--- config.mk ---
export PLATFORM = sky130hd
export DESIGN_NAME = muldiv_sequencer
export DESIGN_NICKNAME = d
export VERILOG_FILES = /design/src/rtl/muldiv_sequencer.sv
export SDC_FILE = /design/constraint.sdc
export NUM_CORES = 2
export LEC_CHECK = 0
export BUFFER_PORTS_ARGS = -buffer_cell sky130_fd_sc_hd__buf_2
export CAP_MARGIN = 20
export CORE_ASPECT_RATIO = 1.75
export CORE_UTILIZATION = 45
export CTS_BUF_LIST = sky130_fd_sc_hd__clkbuf_16
export CTS_CLUSTER_DIAMETER = 120
export CTS_CLUSTER_SIZE = 10
export DETAILED_ROUTE_END_ITERATION = 8
export SYNTH_ARGS = -nofsm -noshare
export SYNTH_HDL_FRONTEND = slang
export SYNTH_SLANG_ARGS = --single-unit
--- constraint.sdc ---
create_clock -name clk -period 32.6 [get_ports clk]
set_input_delay 4.89 -clock clk [delete_from_list [all_inputs] [get_ports clk]]
set_output_delay 4.89 -clock clk [all_outputs]
set_load 0.005 [all_outputs]
--- src/rtl/muldiv_sequencer.sv ---
// Iterative RV64 M-extension unit: shift-add multiply and restoring divide,
// one bit per cycle, with a one-cycle fast path for the RISC-V special cases.
module muldiv_sequencer #(
  parameter int XLEN = 64
) (
  input  logic            clk,
  input  logic            rst,
  input  logic            start,
  input  logic [2:0]      op,
  input  logic            word,
  input  logic [XLEN-1:0] a,
  input  logic [XLEN-1:0] b,
  input  logic            kill,
  output logic            busy,
  output logic            done,
  output logic [XLEN-1:0] result
);

  localparam int CW = $clog2(XLEN + 1);
  localparam int WW = 32;

  typedef enum logic [1:0] {IDLE, CALC, FIN} state_t;

  state_t              state_q, state_d;
  logic [CW-1:0]       count_q, count_d;
  logic [2:0]          op_q, op_d;
  logic                word_q, word_d;
  logic                sign_q, sign_d;
  logic                fast_q, fast_d;
  logic [XLEN-1:0]     fast_val_q, fast_val_d;
  logic [2*XLEN-1:0]   acc_q, acc_d;
  logic [XLEN-1:0]     opnd_q, opnd_d;   // multiplicand or divisor
  logic [XLEN-1:0]     result_q, result_d;
  logic                done_q, done_d;

  // launch-side operand conditioning, derived from the raw inputs
  logic            is_div, rem_op, a_sgn, b_sgn, a_neg, b_neg;
  logic            div0, ovf, illegal;
  logic [XLEN-1:0] a_ext, b_ext, a_abs, b_abs, a_sx, min_neg, fast_val;

  // Form extended/absolute operands and the special-case result at launch.
  always_comb begin
    is_div  = op[2];
    rem_op  = op[1];
    a_sgn   = is_div ? ~op[0] : (op == 3'd1 || op == 3'd2);
    b_sgn   = is_div ? ~op[0] : (op == 3'd1);
    a_sx    = {{(XLEN-WW){a[WW-1]}}, a[WW-1:0]};
    a_ext   = word ? (a_sgn ? a_sx : {{(XLEN-WW){1'b0}}, a[WW-1:0]}) : a;
    b_ext   = word ? (b_sgn ? {{(XLEN-WW){b[WW-1]}}, b[WW-1:0]}
                            : {{(XLEN-WW){1'b0}}, b[WW-1:0]}) : b;
    a_neg   = a_sgn & a_ext[XLEN-1];
    b_neg   = b_sgn & b_ext[XLEN-1];
    a_abs   = a_neg ? -a_ext : a_ext;
    b_abs   = b_neg ? -b_ext : b_ext;
    min_neg = word ? {{(XLEN-WW+1){1'b1}}, {(WW-1){1'b0}}}
                   : {1'b1, {(XLEN-1){1'b0}}};
    illegal = word && (op == 3'd1 || op == 3'd2 || op == 3'd3);
    div0    = is_div && (b_ext == '0);
    ovf     = is_div && ~op[0] && (a_ext == min_neg) && (b_ext == '1);
    fast_val = '0;
    if (illegal)   fast_val = '0;
    else if (div0) fast_val = rem_op ? (word ? a_sx : a) : '1;
    else if (ovf)  fast_val = rem_op ? '0 : min_neg;
  end

  // per-iteration datapath and final result selection
  logic [XLEN:0]     sum, rem_sh, diff;
  logic [2*XLEN-1:0] prod_full, prod_s;
  logic [XLEN-1:0]   quo_s, rem_s, fin_raw, fin_val;

  // One shift-add / trial-subtract step, plus sign fix-up for FIN.
  always_comb begin
    sum       = {1'b0, acc_q[2*XLEN-1:XLEN]} + {1'b0, opnd_q};
    rem_sh    = acc_q[2*XLEN-1:XLEN-1];
    diff      = rem_sh - {1'b0, opnd_q};
    // word multiplies run only 32 steps, so the product sits 32 bits high
    prod_full = word_q ? (acc_q >> (XLEN - WW)) : acc_q;
    prod_s    = sign_q ? -prod_full : prod_full;
    quo_s     = sign_q ? -acc_q[XLEN-1:0] : acc_q[XLEN-1:0];
    rem_s     = sign_q ? -acc_q[2*XLEN-1:XLEN] : acc_q[2*XLEN-1:XLEN];
    if (op_q[2])           fin_raw = op_q[1] ? rem_s : quo_s;
    else if (op_q == 3'd0) fin_raw = prod_s[XLEN-1:0];
    else                   fin_raw = prod_s[2*XLEN-1:XLEN];
    fin_val = word_q ? {{(XLEN-WW){fin_raw[WW-1]}}, fin_raw[WW-1:0]} : fin_raw;
    if (fast_q) fin_val = fast_val_q;
  end

  // Next-state and register-update logic for IDLE/CALC/FIN.
  always_comb begin
    state_d    = state_q;
    count_d    = count_q;
    op_d       = op_q;
    word_d     = word_q;
    sign_d     = sign_q;
    fast_d     = fast_q;
    fast_val_d = fast_val_q;
    acc_d      = acc_q;
    opnd_d     = opnd_q;
    result_d   = result_q;
    done_d     = 1'b0;
    case (state_q)
      IDLE: begin
        if (start && !kill) begin
          op_d       = op;
          word_d     = word;
          sign_d     = (is_div && rem_op) ? a_neg : (a_neg ^ b_neg);
          fast_d     = illegal || div0 || ovf;
          fast_val_d = fast_val;
          opnd_d     = is_div ? b_abs : a_abs;
          // word divides preload the dividend high so its bits reach the
          // remainder within 32 steps
          if (is_div) acc_d = {{XLEN{1'b0}}, word ? (a_abs << (XLEN - WW)) : a_abs};
          else        acc_d = {{XLEN{1'b0}}, b_abs};
          count_d    = word ? CW'(WW) : CW'(XLEN);
          state_d    = (illegal || div0 || ovf) ? FIN : CALC;
        end
      end
      CALC: begin
        if (kill) begin
          state_d = IDLE;
        end else begin
          if (op_q[2]) begin
            if (!diff[XLEN]) acc_d = {diff[XLEN-1:0], acc_q[XLEN-2:0], 1'b1};
            else             acc_d = {rem_sh[XLEN-1:0], acc_q[XLEN-2:0], 1'b0};
          end else begin
            if (acc_q[0]) acc_d = {sum, acc_q[XLEN-1:1]};
            else          acc_d = acc_q >> 1;
          end
          count_d = count_q - CW'(1);
          if (count_q == CW'(1)) state_d = FIN;
        end
      end
      FIN: begin
        state_d = IDLE;
        if (!kill) begin
          result_d = fin_val;
          done_d   = 1'b1;
        end
      end
      default: state_d = IDLE;
    endcase
  end

  // State and datapath registers, cleared asynchronously.
  always_ff @(posedge clk or posedge rst) begin
    if (rst) begin
      state_q    <= IDLE;
      count_q    <= '0;
      op_q       <= '0;
      word_q     <= 1'b0;
      sign_q     <= 1'b0;
      fast_q     <= 1'b0;
      fast_val_q <= '0;
      acc_q      <= '0;
      opnd_q     <= '0;
      result_q   <= '0;
      done_q     <= 1'b0;
    end else begin
      state_q    <= state_d;
      count_q    <= count_d;
      op_q       <= op_d;
      word_q     <= word_d;
      sign_q     <= sign_d;
      fast_q     <= fast_d;
      fast_val_q <= fast_val_d;
      acc_q      <= acc_d;
      opnd_q     <= opnd_d;
      result_q   <= result_d;
      done_q     <= done_d;
    end
  end

  assign busy   = (state_q != IDLE);
  assign done   = done_q;
  assign result = result_q;

endmodule

== Word level (Yosys, flattened, before mapping) ==
Cells that the tools add are included.

* Input bits: 136
* Register bits after elaboration: 336
* Logic and storage cells: 101
* Output and inout port bits: 66

* Reduce and logical (&&, ||, !) cells: 21
* Bitwise gates (word level): 5
* Equality and inequality tests: 11
* Add/sub/neg operators: 8
* Multiplexer cells: 45

{| class="wikitable"
|+ Operator list
! operator !! number
|-
| 64-bit 2-to-1 mux || 22
|-
| 128-bit 2-to-1 mux || 7
|-
| 64-bit negator || 4
|-
| 128-bit one-hot mux with 2 select lines || 1
|-
| 128-bit negator || 1
|-
| 64-bit by 64-bit adder with 65-bit output || 1
|-
| 65-bit by 64-bit subtractor with 65-bit output || 1
|-
| 64-bit == test || 1
|-
| 64-bit == test, second input constant || 1
|-
| 64-bit zero test || 1
|-
| 63-bit 2-to-1 mux || 1
|-
| 7-bit 2-to-1 mux || 3
|-
| 7-bit one-hot mux with 2 select lines || 1
|-
| 2-bit 2-to-1 mux || 4
|-
| 7-bit by 1-bit == test with 1-bit output, second input constant || 1
|-
| 1-bit logical AND || 7
|-
| 7-bit by 1-bit subtractor with 7-bit output, second input constant || 1
|-
| 3-bit by 2-bit == test with 1-bit output, second input constant || 2
|-
| 2-bit AND reduction || 3
|-
| 1-bit 2-to-1 mux || 5
|-
| 1-bit logical OR || 4
|-
| 2-bit != test, second input constant || 2
|-
| 2-bit one-hot mux with 2 select lines || 1
|-
| 2-bit nonzero test || 2
|-
| 11 further kinds || 13
|}

== Logic depth before layout (Yosys ltp) ==
* Depth after elaboration: 12
* Depth in mapped cells: 22

== Least setup slack after synthesis ==
Ideal clock, no wire load.

* Path type: input -> register
* Start point: input port b[6]
* End point: register state_q[0]
* Slack: 24.263 ns
* Arrival: 8.218 ns
* Buffers on the path: 2
* Required time: 32.482 ns
* Stages on the path: 12
* Setup time: 0.118 ns
* Path through: or4_1 -> nor3_1 -> nand3_1 -> or4_1 -> clkbuf_1 -> or3_1 -> or2_1 -> clkbuf_1 -> or4_1 -> o21ai_1 -> nor3_1 -> a21o_1

* Cells in the longest elaborated chain, start to end: 9
* Elaborated cells between the ends (all ways): 11
* Classes of those cells: eq/ne: 1; mux: 5; reduce/logical: 5

{| class="wikitable"
|+ RTL lines
! item !! RTL line !! source
|-
| from (decl) || 12 || <nowiki>input logic [XLEN-1:0] b,</nowiki>
|-
| 64-bit 2-to-1 mux || 49 || <nowiki>b_ext = word ? (b_sgn ? {{(XLEN-WW){b[WW-1]}}, b[WW-1:0]}</nowiki>
|-
| 64-bit 2-to-1 mux * || 49 ||
|-
| 64-bit zero test || 58 || <nowiki>div0 = is_div && (b_ext == '0);</nowiki>
|-
| 1-bit logical AND || 58 ||
|-
| 1-bit logical OR || 115 || <nowiki>state_d = (illegal || div0 || ovf) ? FIN : CALC;</nowiki>
|-
| 1-bit logical OR * || 115 ||
|-
| 2-bit 2-to-1 mux * || 115 ||
|-
| 2-bit 2-to-1 mux * || 103 || <nowiki>if (start && !kill) begin</nowiki>
|-
| 2-bit one-hot mux with 2 select lines * || 101 || <nowiki>case (state_q)</nowiki>
|-
| to (signal assigned) || 159 || <nowiki>state_q <= state_d;</nowiki>
|-
| to (decl) || 24 || <nowiki>state_t state_q, state_d;</nowiki>
|}

Mark *: on every way between the ends. The rest lies on a longest branch, timed or not. The select of a mux whose other input is x is not followed.
A chain may end at the register's enable or synchronous reset.

== Worst setup path after layout ==
* Start point: input port b[6]
* End point: register fast_val_q[60]

* Cells in the longest elaborated chain, start to end: 7
* Elaborated cells between the ends (all ways): 9
* Classes of those cells: eq/ne: 1; mux: 5; reduce/logical: 3

{| class="wikitable"
|+ RTL lines
! item !! RTL line !! source
|-
| 64-bit 2-to-1 mux || 49 ||
|-
| 64-bit 2-to-1 mux * || 49 ||
|-
| 64-bit == test || 59 || <nowiki>ovf = is_div && ~op[0] && (a_ext == min_neg) && (b_ext == '1);</nowiki>
|-
| 1-bit logical AND || 59 ||
|-
| 64-bit 2-to-1 mux || 63 || <nowiki>else if (ovf) fast_val = rem_op ? '0 : min_neg;</nowiki>
|-
| 64-bit 2-to-1 mux * || 62 || <nowiki>else if (div0) fast_val = rem_op ? (word ? a_sx : a) : '1;</nowiki>
|-
| 64-bit 2-to-1 mux * || 61 || <nowiki>if (illegal) fast_val = '0;</nowiki>
|-
| to (signal assigned) || 165 || <nowiki>fast_val_q <= fast_val_d;</nowiki>
|-
| to (decl) || 30 || <nowiki>logic [XLEN-1:0] fast_val_q, fast_val_d;</nowiki>
|}

Mark *: on every way between the ends. The rest lies on a longest branch, timed or not.

==> reports/results.txt <==
PnR worst setup slack = 23.54 ns
Skew final = 0.0825 ns
Final hold violations = 0
Placed cell areas = 40,600 um^2
#FFs+latches synth = 336
P&R area growth vs syn = 7.85%
Post-DR vias/cell = 7.00
Tcrit/Tclk final = 0.278
Place WS = 23.08 ns
DIE AREA = 87,200 um^2
WP data arrival = 9.57 ns
Hold depth = 2
Initial DRC Count = 5,646
Die W = 224 um
CTS Hold Bufs = 0
Post-CTS Resized = 0
Critical path type = in -> reg
Async SR Flop Fraction = 1.00
Hold EP = fast_val_q[15]
# rows = 141
Worst Min Path Start = fast_val_q[15]
Initial antenna violation count = 24
Relative slew slack = 0.0981
I/O Buffers = 201
Syn. warnings = 0
Seq/Total Area, Yosys = 0.217
Total GRT Usage = 0.504
Post-synth EDFFs = 0
Worst-margin pin slew = 1.34 ns
CTS sink count = 336
Post-CTS Setup Inserts = 0
Routability cong. = 1.10
First-pass GRT wire length = 315,000 um
Hold Crit Class = reg -> reg
Crit. End Element = flip-flop
Clock-pin slew on the worst setup and hold paths = 0.06 ns
Drt pass-1 iters = 6
Chip Height = 390 um
Slew Limit Fails = 0
Synthesized cell area = 38,700 um^2
CP required = 33.10 ns
Status = completed
Vias in the first global route = 42,500
Slack of the worst reg-to-reg path = 25.64 ns
TritonCTS clock tree = yes
Routed vias = 44,900
Root Driver = clkbuf_16
Fin area = 41,700 um^2
Io pins = 202
Clk_lat worst skew = 0.66 ns
Power Dens Cells = 108 nW/um^2
WL final = 225,000 um
Critical R2R Capture = result[61]
Pwr Total = 0.00449 W
Synth Area per Inst = 7.20 um^2
Final #Nets = 5,602
Starting Density = 0.457
Leading area contributor after synthesis = dfrtp_1
Final Setup Violations = 0
Layout cells sized above 1 = 0.0986
Count leader, synth = nand2_1
Synth top area share = 0.217
Worst vdd ir = 0.127 mV
H-tree levels = 2
Non-filler cells, final = 6,418
DRC viols = 0
Reg-to-Reg Start = word_q
Core Region = 84,700 um^2
Top_reg_cell synth = dfrtp_1
Mapped Nets = 5,647
Worst-path maximum fanout = 32
Routed Antenna Nets = 0
Peak Freq = 110 MHz
Clk buf depth = 3
Dpl cells = 6,354
Post-synthesis cell count = 5,373
MaxCap Viol Count = 0
Setup_tns = 0 ns
Pin count of the biggest net entering global routing = 149
CTS Buf Count = 39
Fin crit period = 9.06 ns
Grt ovf = 0
HPWL Detailed = 173,000 um
Netlist cell types = 93
RSZ-0062 raised after global routing = false
Synth area leaders = dfrtp_1 22%, o21ai_0 7.2%, a21oi_1 6.0%, nand2_1 5.8%, xnor2_1 5.5%
Length in cells of the worst reg-to-reg path = 14
Commonest cells in the netlist = 595 x nand2_1, 553 x o21ai_0, 465 x a21oi_1, 453 x nor2_1, 396 x clkbuf_1
Drt wl/cell = 35.0 um
Static Leakage = 17.2 nW
Critical path startpoint category = input port
-- metrics by stage --
step / utilization / hold WS [ns]
final: 0.492 / 0.471
after global routing: 0.492 / 0.499
after CTS: 0.492 / 0.475
after detailed placement: 0.480 / 0.463
after global placement: 0.480 / 0.455
after floorplan: - / 0.441
-- per-layer routing --
layer  share of wire  track usage  up-vias  wire, um
met4            0.13        0.536       16     29600
met3           0.095        0.133     1093     21300
met1            0.33        0.523    21400     73800
met5         0.00048            0        -       107
li1                -            -    19400         -
met2            0.44        0.796     2948     99900
-- where the power goes --
part / total, W / internal, W / leakage [nW] / switching, W
Sequential: 0.000822 / 0.000549 / 4.35 / 0.000273
Combinational: 0.00326 / 0.00110 / 12.3 / 0.00216
Clock: 0.000409 / 0.000213 / 0.530 / 0.000197
-- how the worst max path moves through the flow --
stage | startpoint | endpoint | slack [ns] | depth (start not counted)
after detailed placement | b[6] | fast_val_q[54] | 23.08 | 12
final | b[6] | fast_val_q[60] | 23.54 | 12
after global placement | b[6] | fast_val_q[52] | 23.18 | 12
after floorplan | rst | acc_q[0] | 18.40 | 1
after CTS | b[6] | fast_val_q[60] | 23.70 | 12
after global routing | b[6] | fast_val_q[41] | 23.33 | 12
-- logic make-up after synthesis --
group	share of synthesized area
xor+xnor	0.100
simple gates	0.231
fa+ha+maj	0.0450
compound gates	0.285
mux	0.0614
buf+inv	0.0595
flops	0.217
-- worst max-delay path: stages --
cell	delay, ns
buf_2	0.13
or4_1	0.58
nor3_1	0.33
nand3_1	0.26
or4_1	0.74
or4_1	0.62
nor3_1	0.29
o2111a_1	0.49
nand2_1	0.13
buf_4	0.29
o31a_1	0.48
o21ai_0	0.30
-- layout make-up --
type	instances	area [um^2]
Fill cell	8824	43000
Multi-Input combinational cell	4440	28100
Sequential cell	336	8430
Timing Repair Buffer	369	2290
Tap cell	1072	1340
Clock buffer	39	976
Inverter	142	541
Clock inverter	10	53.8
Antenna cell	10	25.0
-- flip-flops by register name (all words and copies together) (netlist names) --
| signal | count |
|---|---|
| acc_q | 128 |
| word_q | 1 |
| result | 64 |
| op_q | 3 |
| done | 1 |
| state_q | 2 |
| opnd_q | 64 |
| fast_q | 1 |
| count_q | 7 |
| sign_q | 1 |
| fast_val_q | 64 |
-- cell usage in the layout (no fill, tap or decap), types with 17 or more instances in the layout --
cell and count:
o211ai_1 75, nor3b_1 29, mux2i_1 201, o221ai_1 42, a22oi_1 17, o31a_1 17
o41ai_1 36, o21a_1 22, a31oi_1 53, nor3_1 157, or3_1 92, a221oi_1 28
o21ai_0 552, o31ai_1 86, and2_1 26, dfrtp_1 330, mux2_2 29, or2_2 29
buf_4 167, a21o_1 85, nand2_1 592, a22o_1 26, o21bai_1 33, nor2_1 447
nand4_1 58, nor4_1 58, a21oi_1 465, nand2b_1 38, xnor2_1 243, a211oi_1 64
o22ai_1 28, or4_1 46, clkbuf_16 39, inv_1 145, ha_1 136, xor2_1 199
and3_1 32, nor2b_1 72, nand3_1 100, buf_2 200
No activity file was read; power rests on OpenSTA's default activity.
